`src/rtl/vend_pkg.sv`:
```
// Shared definitions for the coffee vending controller.
// Holds the FSM state encoding and the default product/credit/brew
// constants that the top, the interface and the testbench agree on.
package vend_pkg;

  localparam int DEF_PRICE       = 3;
  localparam int DEF_MAX_CREDIT  = 7;
  localparam int DEF_BREW_CYCLES = 4;
  localparam int DEF_CREDIT_W    = 3;

  typedef enum logic [2:0] {
    IDLE   = 3'd0,
    CUP    = 3'd1,
    BREW   = 3'd2,
    DONE   = 3'd3,
    CHANGE = 3'd4
  } state_t;

endpackage

```
`src/rtl/vend_if.sv`:
```
// Front-end <-> controller signal bundle for the coffee vending machine.
//   coin, buy, cancel         : front-end requests, sampled once per cycle
//   cup_drop, brew_en, coffee : dispenser actuator controls
//   coin_return, coin_reject  : coin mechanism pulses
//   busy, credit              : status back to the front-end
// master = coin/button front-end, slave = controller.
interface vend_if #(
  parameter int CREDIT_W = vend_pkg::DEF_CREDIT_W
);

  logic                coin;
  logic                buy;
  logic                cancel;
  logic                cup_drop;
  logic                brew_en;
  logic                coffee;
  logic                coin_return;
  logic                coin_reject;
  logic                busy;
  logic [CREDIT_W-1:0] credit;

  modport master (
    output coin, buy, cancel,
    input  cup_drop, brew_en, coffee, coin_return, coin_reject, busy, credit
  );

  modport slave (
    input  coin, buy, cancel,
    output cup_drop, brew_en, coffee, coin_return, coin_reject, busy, credit
  );

endinterface

```
`src/rtl/brew_timer.sv`:
```
// Loadable down-counter that times the brew phase.
//   clk, rst_n : clock, async active-low reset
//   load       : load load_val (has priority over en)
//   load_val   : value to load
//   en         : decrement by one (never below zero)
//   zero       : count has reached zero
module brew_timer #(
  parameter int W = 3
) (
  input  logic         clk,
  input  logic         rst_n,
  input  logic         load,
  input  logic [W-1:0] load_val,
  input  logic         en,
  output logic         zero
);

  logic [W-1:0] count_r;

  // Count register: load, decrement with floor at zero, or hold.
  always_ff @(posedge clk or negedge rst_n) begin
    if (!rst_n) begin
      count_r <= {W{1'b0}};
    end else if (load) begin
      count_r <= load_val;
    end else if (en && (count_r != {W{1'b0}})) begin
      count_r <= count_r - W'(1);
    end else begin
      count_r <= count_r;
    end
  end

  assign zero = (count_r == {W{1'b0}});

endmodule

```
`src/rtl/coffee_vend_controller.sv`:
```
// Sequencing controller for the single-product coffee vending machine.
// Accumulates coin credit, accepts a buy when credit covers PRICE, runs the
// cup -> brew -> deliver sequence and then returns change one coin per cycle.
//   clk   : rising-edge clock
//   rst_n : async active-low reset (clears state, credit and all outputs)
//   bus   : vend_if slave (requests in; actuator pulses, busy, credit out)
// All outputs are registered and reflect the state entered at the last edge.
module coffee_vend_controller
  import vend_pkg::*;
#(
  parameter int PRICE       = DEF_PRICE,
  parameter int MAX_CREDIT  = DEF_MAX_CREDIT,
  parameter int BREW_CYCLES = DEF_BREW_CYCLES,
  parameter int CREDIT_W    = DEF_CREDIT_W
) (
  input  logic  clk,
  input  logic  rst_n,
  vend_if.slave bus
);

  localparam int TW = $clog2(BREW_CYCLES + 1);

  localparam logic [CREDIT_W-1:0] CREDIT_ZERO = {CREDIT_W{1'b0}};
  localparam logic [CREDIT_W-1:0] CREDIT_ONE  = CREDIT_W'(1);
  localparam logic [CREDIT_W-1:0] PRICE_C     = CREDIT_W'(PRICE);
  localparam logic [CREDIT_W-1:0] MAX_C       = CREDIT_W'(MAX_CREDIT);
  // Loaded while in CUP so the last BREW cycle sees zero.
  localparam logic [TW-1:0]       BREW_LOAD   = TW'(BREW_CYCLES - 1);

  state_t              state_r, state_next_s;
  logic [CREDIT_W-1:0] credit_r, credit_next_s, base_s;
  logic                reject_s;
  logic                timer_load_s, timer_en_s, timer_zero_s;
  logic                cup_drop_r, brew_en_r, coffee_r;
  logic                coin_return_r, coin_reject_r, busy_r;

  brew_timer #(.W(TW)) u_brew_timer (
    .clk      (clk),
    .rst_n    (rst_n),
    .load     (timer_load_s),
    .load_val (BREW_LOAD),
    .en       (timer_en_s),
    .zero     (timer_zero_s)
  );

  // Next-state, next-credit and coin-reject decode.
  always_comb begin
    state_next_s  = state_r;
    credit_next_s = credit_r;
    base_s        = credit_r;
    reject_s      = 1'b0;
    timer_load_s  = 1'b0;
    timer_en_s    = 1'b0;
    case (state_r)
      IDLE: begin
        // buy is judged on credit before this cycle's coin; cancel wins.
        if (bus.cancel && (credit_r != CREDIT_ZERO)) begin
          state_next_s = CHANGE;
        end else if (bus.buy && (credit_r >= PRICE_C)) begin
          state_next_s = CUP;
          base_s       = credit_r - PRICE_C;
        end else begin
          state_next_s = IDLE;
        end
        // A coin lands on the post-buy credit, saturating at MAX_CREDIT.
        if (bus.coin) begin
          if (base_s < MAX_C) begin
            credit_next_s = base_s + CREDIT_ONE;
          end else begin
            credit_next_s = base_s;
            reject_s      = 1'b1;
          end
        end else begin
          credit_next_s = base_s;
        end
      end
      CUP: begin
        reject_s     = bus.coin;
        timer_load_s = 1'b1;
        state_next_s = BREW;
      end
      BREW: begin
        reject_s = bus.coin;
        if (timer_zero_s) begin
          state_next_s = DONE;
        end else begin
          timer_en_s = 1'b1;
        end
      end
      DONE: begin
        reject_s = bus.coin;
        if (credit_r != CREDIT_ZERO) begin
          state_next_s = CHANGE;
        end else begin
          state_next_s = IDLE;
        end
      end
      CHANGE: begin
        reject_s = bus.coin;
        // Each cycle here returns one coin; leave as the last one goes.
        if (credit_r != CREDIT_ZERO) begin
          credit_next_s = credit_r - CREDIT_ONE;
        end else begin
          credit_next_s = credit_r;
        end
        if (credit_r <= CREDIT_ONE) begin
          state_next_s = IDLE;
        end else begin
          state_next_s = CHANGE;
        end
      end
      default: begin
        reject_s      = 1'b0;
        state_next_s  = IDLE;
        credit_next_s = CREDIT_ZERO;
      end
    endcase
  end

  // State, credit and output registers; outputs decode the entered state.
  always_ff @(posedge clk or negedge rst_n) begin
    if (!rst_n) begin
      state_r       <= IDLE;
      credit_r      <= CREDIT_ZERO;
      cup_drop_r    <= 1'b0;
      brew_en_r     <= 1'b0;
      coffee_r      <= 1'b0;
      coin_return_r <= 1'b0;
      coin_reject_r <= 1'b0;
      busy_r        <= 1'b0;
    end else begin
      state_r       <= state_next_s;
      credit_r      <= credit_next_s;
      cup_drop_r    <= (state_next_s == CUP);
      brew_en_r     <= (state_next_s == BREW);
      coffee_r      <= (state_next_s == DONE);
      coin_return_r <= (state_next_s == CHANGE);
      coin_reject_r <= reject_s;
      busy_r        <= (state_next_s != IDLE);
    end
  end

  assign bus.cup_drop    = cup_drop_r;
  assign bus.brew_en     = brew_en_r;
  assign bus.coffee      = coffee_r;
  assign bus.coin_return = coin_return_r;
  assign bus.coin_reject = coin_reject_r;
  assign bus.busy        = busy_r;
  assign bus.credit      = credit_r;

endmodule

```
`src/flat_wrapper.sv`:
```
// flat-port wrapper written by rule: the top's interface ports become plain ports
module coffee_vend_controller_flat import vend_pkg::*;
#(
  parameter int PRICE       = DEF_PRICE,
  parameter int MAX_CREDIT  = DEF_MAX_CREDIT,
  parameter int BREW_CYCLES = DEF_BREW_CYCLES,
  parameter int CREDIT_W    = DEF_CREDIT_W
)
  (clk, rst_n, bus_coin, bus_buy, bus_cancel, bus_cup_drop, bus_brew_en, bus_coffee, bus_coin_return, bus_coin_reject, bus_busy, bus_credit);
  vend_if #(.CREDIT_W(CREDIT_W)) bus_i ();
  input  logic clk;
  input  logic rst_n;
  input wire logic [$bits(bus_i.coin)-1:0] bus_coin;
  input wire logic [$bits(bus_i.buy)-1:0] bus_buy;
  input wire logic [$bits(bus_i.cancel)-1:0] bus_cancel;
  output wire logic [$bits(bus_i.cup_drop)-1:0] bus_cup_drop;
  output wire logic [$bits(bus_i.brew_en)-1:0] bus_brew_en;
  output wire logic [$bits(bus_i.coffee)-1:0] bus_coffee;
  output wire logic [$bits(bus_i.coin_return)-1:0] bus_coin_return;
  output wire logic [$bits(bus_i.coin_reject)-1:0] bus_coin_reject;
  output wire logic [$bits(bus_i.busy)-1:0] bus_busy;
  output wire logic [$bits(bus_i.credit)-1:0] bus_credit;
  assign bus_i.coin = bus_coin;
  assign bus_i.buy = bus_buy;
  assign bus_i.cancel = bus_cancel;
  assign bus_cup_drop = bus_i.cup_drop;
  assign bus_brew_en = bus_i.brew_en;
  assign bus_coffee = bus_i.coffee;
  assign bus_coin_return = bus_i.coin_return;
  assign bus_coin_reject = bus_i.coin_reject;
  assign bus_busy = bus_i.busy;
  assign bus_credit = bus_i.credit;
  coffee_vend_controller #(.PRICE(PRICE), .MAX_CREDIT(MAX_CREDIT), .BREW_CYCLES(BREW_CYCLES), .CREDIT_W(CREDIT_W)) u_core (.clk(clk), .rst_n(rst_n), .bus(bus_i));
endmodule
```
`config.mk`:
```
export PLATFORM = sky130hd
export DESIGN_NAME = coffee_vend_controller_flat
export DESIGN_NICKNAME = d
export VERILOG_FILES = /design/src/rtl/vend_pkg.sv /design/src/rtl/vend_if.sv /design/src/rtl/brew_timer.sv /design/src/rtl/coffee_vend_controller.sv /design/src/flat_wrapper.sv
export SDC_FILE = /design/constraint.sdc
export NUM_CORES = 1
export LEC_CHECK = 0
export ABC_CLOCK_PERIOD_IN_PS = 3900
export CORE_ASPECT_RATIO = 1.1
export CORE_MARGIN = 2
export CORE_UTILIZATION = 55
export CTS_CLUSTER_DIAMETER = 80
export DETAILED_ROUTE_END_ITERATION = 10
export GPL_TIMING_DRIVEN = 0
export PLACE_DENSITY = 0.81
export SYNTH_ARGS = -nofsm -noshare
export SYNTH_HDL_FRONTEND = slang
export SYNTH_SLANG_ARGS = --single-unit
```
`constraint.sdc`:
```
create_clock -name clk -period 3.9 [get_ports clk]
set_clock_uncertainty 0.2 [all_clocks]
set_input_delay 0.78 -clock clk [delete_from_list [all_inputs] [get_ports clk]]
set_output_delay 0.78 -clock clk [all_outputs]
set_load 0.01 [all_outputs]
```
==> impl_metrics.ini, run 1 <==
[layout]
area_growth_pct = 16.8
final_cells = 156
drive_above_1_share_pct = 12.3
antenna_cells = 0
finish.net_count = 152

[setup_path]
path_class = flip-flop to flip-flop
ff2ff_setup_slack_ps = 1170
worstPathMaxFanout = 9
r2r_end = u_core.bus.credit[1]$_DFFE_PN0P_
endpoint_kind = flip-flop
startpoint_type = flip-flop
crit_start = u_core.bus.credit[1]$_DFFE_PN0P_
r2r_start = u_core.bus.credit[1]$_DFFE_PN0P_
arrival_ps = 2680
crit_required_ps = 3860
cp-endpoint = u_core.bus.credit[1]$_DFFE_PN0P_
reg2reg_depth = 10

[power]
powerDensity_nw_per_um2 = 882
p_leak_uw = 0.000563
ir_drop_v = 0.000494

[synth]
post-synth-top-count-cell = dfrtp_1
netlist_area_um2 = 1070
syn_inst = 121
yosysWarnings = 0
ys_seq_area_share_pct = 35.0
synth_top_area_share_pct = 35.0
synth_top_family_by_area = compound AO/OA/AOI/OAI gates
ys_top_cells_by_count = dfrtp_1 (15), a21oi_1 (11), inv_1 (11), nand2_1 (11)
syn_avg_cell_area_um2 = 8.87
synth_xor_xnor_area_share_pct = 0.816
ys.flop_type = dfrtp_1
muxShareOfSynthArea_pct = 1.98
synth_edf_count = 0
ys_types = 39
yosysTopAreaCell = dfrtp_1
async_flop_share_pct = 100
synth_area_leaders = dfrtp_1 (35%), ha_1 (9.3%), a21oi_1 (5.1%)
ys_seq_elements = 15
synth_nets = 134
synth_simple_gate_area_share_pct = 18.2
synthAdderAreaFrac_pct = 9.32
synth_compound_area_share_pct = 26.3

[job]
drv_cap = 0

[clock_tree]
clk_pin_slew_ps = 90
cts_tree = done
clk_latency_ps = 280
max-clock-path-buffers = 2
post_cts_buffers = 0
cts_hold_buffers = 0
ctsResizeCount = 0
cts_root_buf = clkbuf_4
htree_levels = 1
cts.sinks = 15
cts_inserted_buffers = 3

[sta]
rsz0062_at_grt = false
finalSetupViolations = 0
hold_viol = 0
setup_tns_ps = 0
max_freq_mhz = 367
tightestPinTransition_ps = 658
period_needed_ps = 2730
post-route-period-util_pct = 69.9
drv_slew = 0
slew_headroom_pct = 56.0

[detailed_routing]
ant_nets = 0
route.detailed.drc = 0
met3_length_um = 89
drtIter0Drc = 25
vias_per_cell = 6.19
firstDrtPassIters = 4
finalWirelength_mm = 2.21
via_count = 965
met2_length_mm = 1.14
wl_met1_um = 929
wl_per_cell_um = 14.2
routed.top_layer = met4

[global_route]
track_usage_pct = 21.0
grt_pass1_wl_mm = 3.63
grt_pass1_vias = 862
grt-ovfl-total = 0
grt_start_max_net_pins = 16
antenna_found_initial = 0

[floorplan]
core_area_um2 = 1800
die_y_um = 50.3
rows = 16
io_pins = 14
die-area_um2 = 2320
start_util_pct = 59.6
fp.dieW_um = 46.1

[placement]
placed_cells = 152
gp_congestion = 0.861
io_buffers = 13
hpwl_mm = 1.71

[run_status]
status = completed

[worst_hold_path]
hold_class = flip-flop to flip-flop
whs_path_depth = 2
[where the power goes]
part	internal, µW	switching, µW
clock	38.0	49.3
sequential	222	58.3
combinational	343	395
total	603	502
[worst min path at each step]
stage | startpoint | slack (ps) | end
floorplan | rst_n | 280 | u_core.bus.brew_en$_DFF_PN0_
global placement | u_core.u_brew_timer.count_r[1]$_DFFE_PN0P_ | 320 | u_core.u_brew_timer.count_r[1]$_DFFE_PN0P_
detailed placement | u_core.u_brew_timer.count_r[1]$_DFFE_PN0P_ | 340 | u_core.u_brew_timer.count_r[1]$_DFFE_PN0P_
CTS | u_core.u_brew_timer.count_r[1]$_DFFE_PN0P_ | 360 | u_core.u_brew_timer.count_r[1]$_DFFE_PN0P_
global route | u_core.u_brew_timer.count_r[1]$_DFFE_PN0P_ | 420 | u_core.u_brew_timer.count_r[1]$_DFFE_PN0P_
finish | u_core.u_brew_timer.count_r[1]$_DFFE_PN0P_ | 350 | u_core.u_brew_timer.count_r[1]$_DFFE_PN0P_
[cells by family (layout without fill, tap and decap cells)]
family | Yosys count | in the layout
simple gates | 38 | 38
buf+inv | 17 | 34
flops | 15 | 15
mux | 2 | 2
xor+xnor | 1 | 1
compound gates | 40 | 40
fa+ha+maj | 8 | 8
[registers in the layout, indices dropped and copies added (netlist names)]
| name | flops |
|---|---|
| u_core.bus.coin_reject | 1 |
| u_core.bus.busy | 1 |
| u_core.bus.brew_en | 1 |
| u_core.u_brew_timer.count_r | 3 |
| u_core.bus.coin_return | 1 |
| u_core.bus.coffee | 1 |
| u_core.state_r | 3 |
| u_core.bus.credit | 3 |
| u_core.bus.cup_drop | 1 |
[final cells by class]
cell class | count | area [µm²]
multi-input cells | 89 | 608
flip-flops and latches | 15 | 375
plain buffers | 6 | 48.8
fillers | 146 | 548
well taps | 18 | 22.5
repair buffers | 13 | 130
clock buffers | 3 | 22.5
clock inverters | 1 | 5.00
inverters | 11 | 41.3
[worst max-delay path, stage by stage (launching register included)]
cell      delay, ps
dfrtp_1         490
inv_1           200
ha_1            280
nand2b_4         80
a211o_1         300
buf_6           150
mux2i_1         210
ha_1            260
or2b_1          220
o21ai_1         110
a311oi_1        100
[cells in the final DEF, fill, tap and decap left out, drive strengths merged, types with 3 or more instances in the layout]
cell type       n
a21oi          11
buf             4
clkbuf          5
clkdlybuf4s50  13
dfrtp          15
ha              8
inv            11
nand2          11
nand2b          3
nor2            9
nor3            4
o21ai          10
o32ai           4
[layer usage]
layer	global-route usage [%]	vias to the layer above
met5	0	-
met4	10.0	0
met3	1.08	6
met2	35.9	32
met1	25.9	461
li1	-	466
[per-stage QoR]
| step | util, % | hold slack, ps | total power [µW] | setup WS, ps | area, µm² |
|---|---|---|---|---|---|
| 2_1_floorplan | - | 284 | 819 | 1340 | 1070 |
| 3_3_place_gp | 68.1 | 324 | 991 | 986 | 1230 |
| 3_5_place_dp | 68.1 | 336 | 1020 | 953 | 1230 |
| 4_1_cts | 69.6 | 355 | 1100 | 1170 | 1250 |
| 5_1_grt | 69.6 | 416 | 1200 | 976 | 1250 |
| 6_report | 69.6 | 346 | 1110 | 1170 | 1250 |
Note: power is estimated with default switching activity, not from simulation.
==> run 2, diff against run 1 <==
ABC_CLOCK_PERIOD_IN_PS = 2700   (was 3900)
CORE_UTILIZATION = 54   (was 55)
PLACE_DENSITY = 0.79   (was 0.81)
clock period = 2.7 ns   (was 3.9 ns; I/O delays follow)
==> run 2 against run 1 <==
  * Non-clock buffer count up 5
  * Combinational power up 63%
  * Total power grew 57%
  * First-iteration DRC count increased by 52%
  * Critical path depth stayed put
  * Sequential power increased by 43%
  * Die area is 1.7% higher
==> impl_metrics.ini, run 2 (synthesis results as in run 1) <==
[clock_tree]
cts.sinks = 15
cts_inserted_buffers = 3
clk_pin_slew_ps = 90
cts_root_buf = clkbuf_4
max-clock-path-buffers = 2
htree_levels = 1
cts_tree = done
clk_latency_ps = 280

[global_route]
grt_pass1_vias = 852
grt_pass1_wl_mm = 3.60
grt_start_max_net_pins = 16
antenna_found_initial = 0
track_usage_pct = 22.0
grt-ovfl-total = 0

[setup_path]
crit_required_ps = 2660
endpoint_kind = flip-flop
startpoint_type = flip-flop
arrival_ps = 2550
ff2ff_setup_slack_ps = 110
reg2reg_depth = 10
r2r_start = u_core.bus.credit[1]$_DFFE_PN0P_
crit_start = u_core.bus.credit[1]$_DFFE_PN0P_
worstPathMaxFanout = 6
path_class = flip-flop to flip-flop

[layout]
final_cell_mix = clkdlybuf4s50_1 (13), dfrtp_1 (13), nand2_1 (11), a21oi_1 (11)
finish.net_count = 157
area_growth_pct = 23.8
finalInstanceArea_um2 = 1330
antenna_cells = 0
drive_above_1_share_pct = 18.9

[sta]
slew_headroom_pct = 55.3
hold_viol = 0
rsz0062_at_grt = false
finalSetupViolations = 0
period_needed_ps = 2590
drv_slew = 0
tightestPinTransition_ps = 668
post-route-period-util_pct = 95.9
max_freq_mhz = 386

[detailed_routing]
wl_per_cell_um = 14.2
routed.top_layer = met4
met3_length_um = 98
finalWirelength_mm = 2.41
via_count = 990
drtIter0Drc = 38
route.detailed.drc = 0
met2_length_mm = 1.31
firstDrtPassIters = 4
vias_per_cell = 5.82
wl_met1_um = 947
ant_nets = 0

[power]
clockPowerShare_pct = 7.4
p_switching_uw = 780
p_int_uw = 953
p_leak_uw = 0.000578
powerDensity_nw_per_um2 = 1300
power_uw = 1730
switching_share_pct = 45.0
pwr-share-comb_pct = 69.4
p_seq_share_pct = 23.2
ir_drop_v = 0.000859

[worst_hold_path]
whs_path_depth = 2
holdCritStartpoint = u_core.u_brew_timer.count_r[1]$_DFFE_PN0P_
hold_class = flip-flop to flip-flop

[floorplan]
die_y_um = 50.8
core_area_um2 = 1820
io_pins = 14
fp.dieW_um = 46.5
start_util_pct = 58.9
die-area_um2 = 2360
rows = 16

[run_status]
status = completed

[placement]
gp_congestion = 0.829
io_buffers = 13
hpwl_mm = 1.70
placed_area_um2 = 1240

[job]
drv_cap = 0
## run 2: changes by cell type in the layout (fill, tap and decap cells not counted), sizes merged
cell,before,now
buf,4,9
clkbuf,5,6
clkinv,1,0
## run 2: metal layers
metal / global-route usage, % / vias to the layer above
li1: - / 486
met1: 23.7 / 465
met2: 39.4 / 32
met3: 3.24 / 7
met4: 11.4 / 0
met5: 0 / -
## run 2: power groups by stage
stage                     logic [µW]  registers [µW]  clock network, µW
final                           1200             402                128
after global placement          1030             403                  0
after CTS                       1110             405                130
after floorplan                  768             415                  0
after global routing            1330             414                145
after detailed placement        1070             407                  0
## run 2: critical path: stages, from the launching register on
cell	delay, ps
dfrtp_2	460
ha_1	200
ha_1	180
a211oi_2	230
a211o_1	150
buf_6	120
mux2i_4	230
ha_1	250
or2b_1	220
o21ai_1	120
a311oi_1	110
## run 2: area by class of cell
type                    instances  area (µm²)
plain buffers                   6        48.8
flip-flops and latches         15         378
inverters                      11        41.3
clock buffers                   4        26.3
multi-input cells              89         633
repair buffers                 18         168
well taps                      27        33.8
fillers                       138         493
## run 2: through the flow
step,utilization [%],setup slack [ps],hold slack (ps),instances,TNS [ps]
after floorplan,-,141,44.4,121,0
after global placement,67.9,25.9,317,161,0
after detailed placement,67.9,-47.8,344,161,-47.8
after CTS,70.5,15.8,363,166,0
after global routing,72.9,17.9,421,170,0
final,72.9,110,352,170,0
## run 2: path summary, 6_finish.rpt
path / endpoint
hold / removal: u_core.u_brew_timer.count_r[1]$_DFFE_PN0P_
setup reg to reg: u_core.bus.credit[1]$_DFFE_PN0P_
hold reg to reg: u_core.u_brew_timer.count_r[1]$_DFFE_PN0P_
setup / recovery: u_core.bus.credit[1]$_DFFE_PN0P_
max in group asynchronous: u_core.bus.credit[2]$_DFFE_PN0P_
min in group asynchronous: u_core.state_r[1]$_DFF_PN0_
## run 2: timing repair
| item | CTS | global route |
|---|---|---|
| hold buffers | 0 | 0 |
| resized for setup | 4 | 4 |
| pin swaps | 0 | 1 |
| setup endpoints to repair | 1 | 1 |
| setup buffers | 1 | 4 |
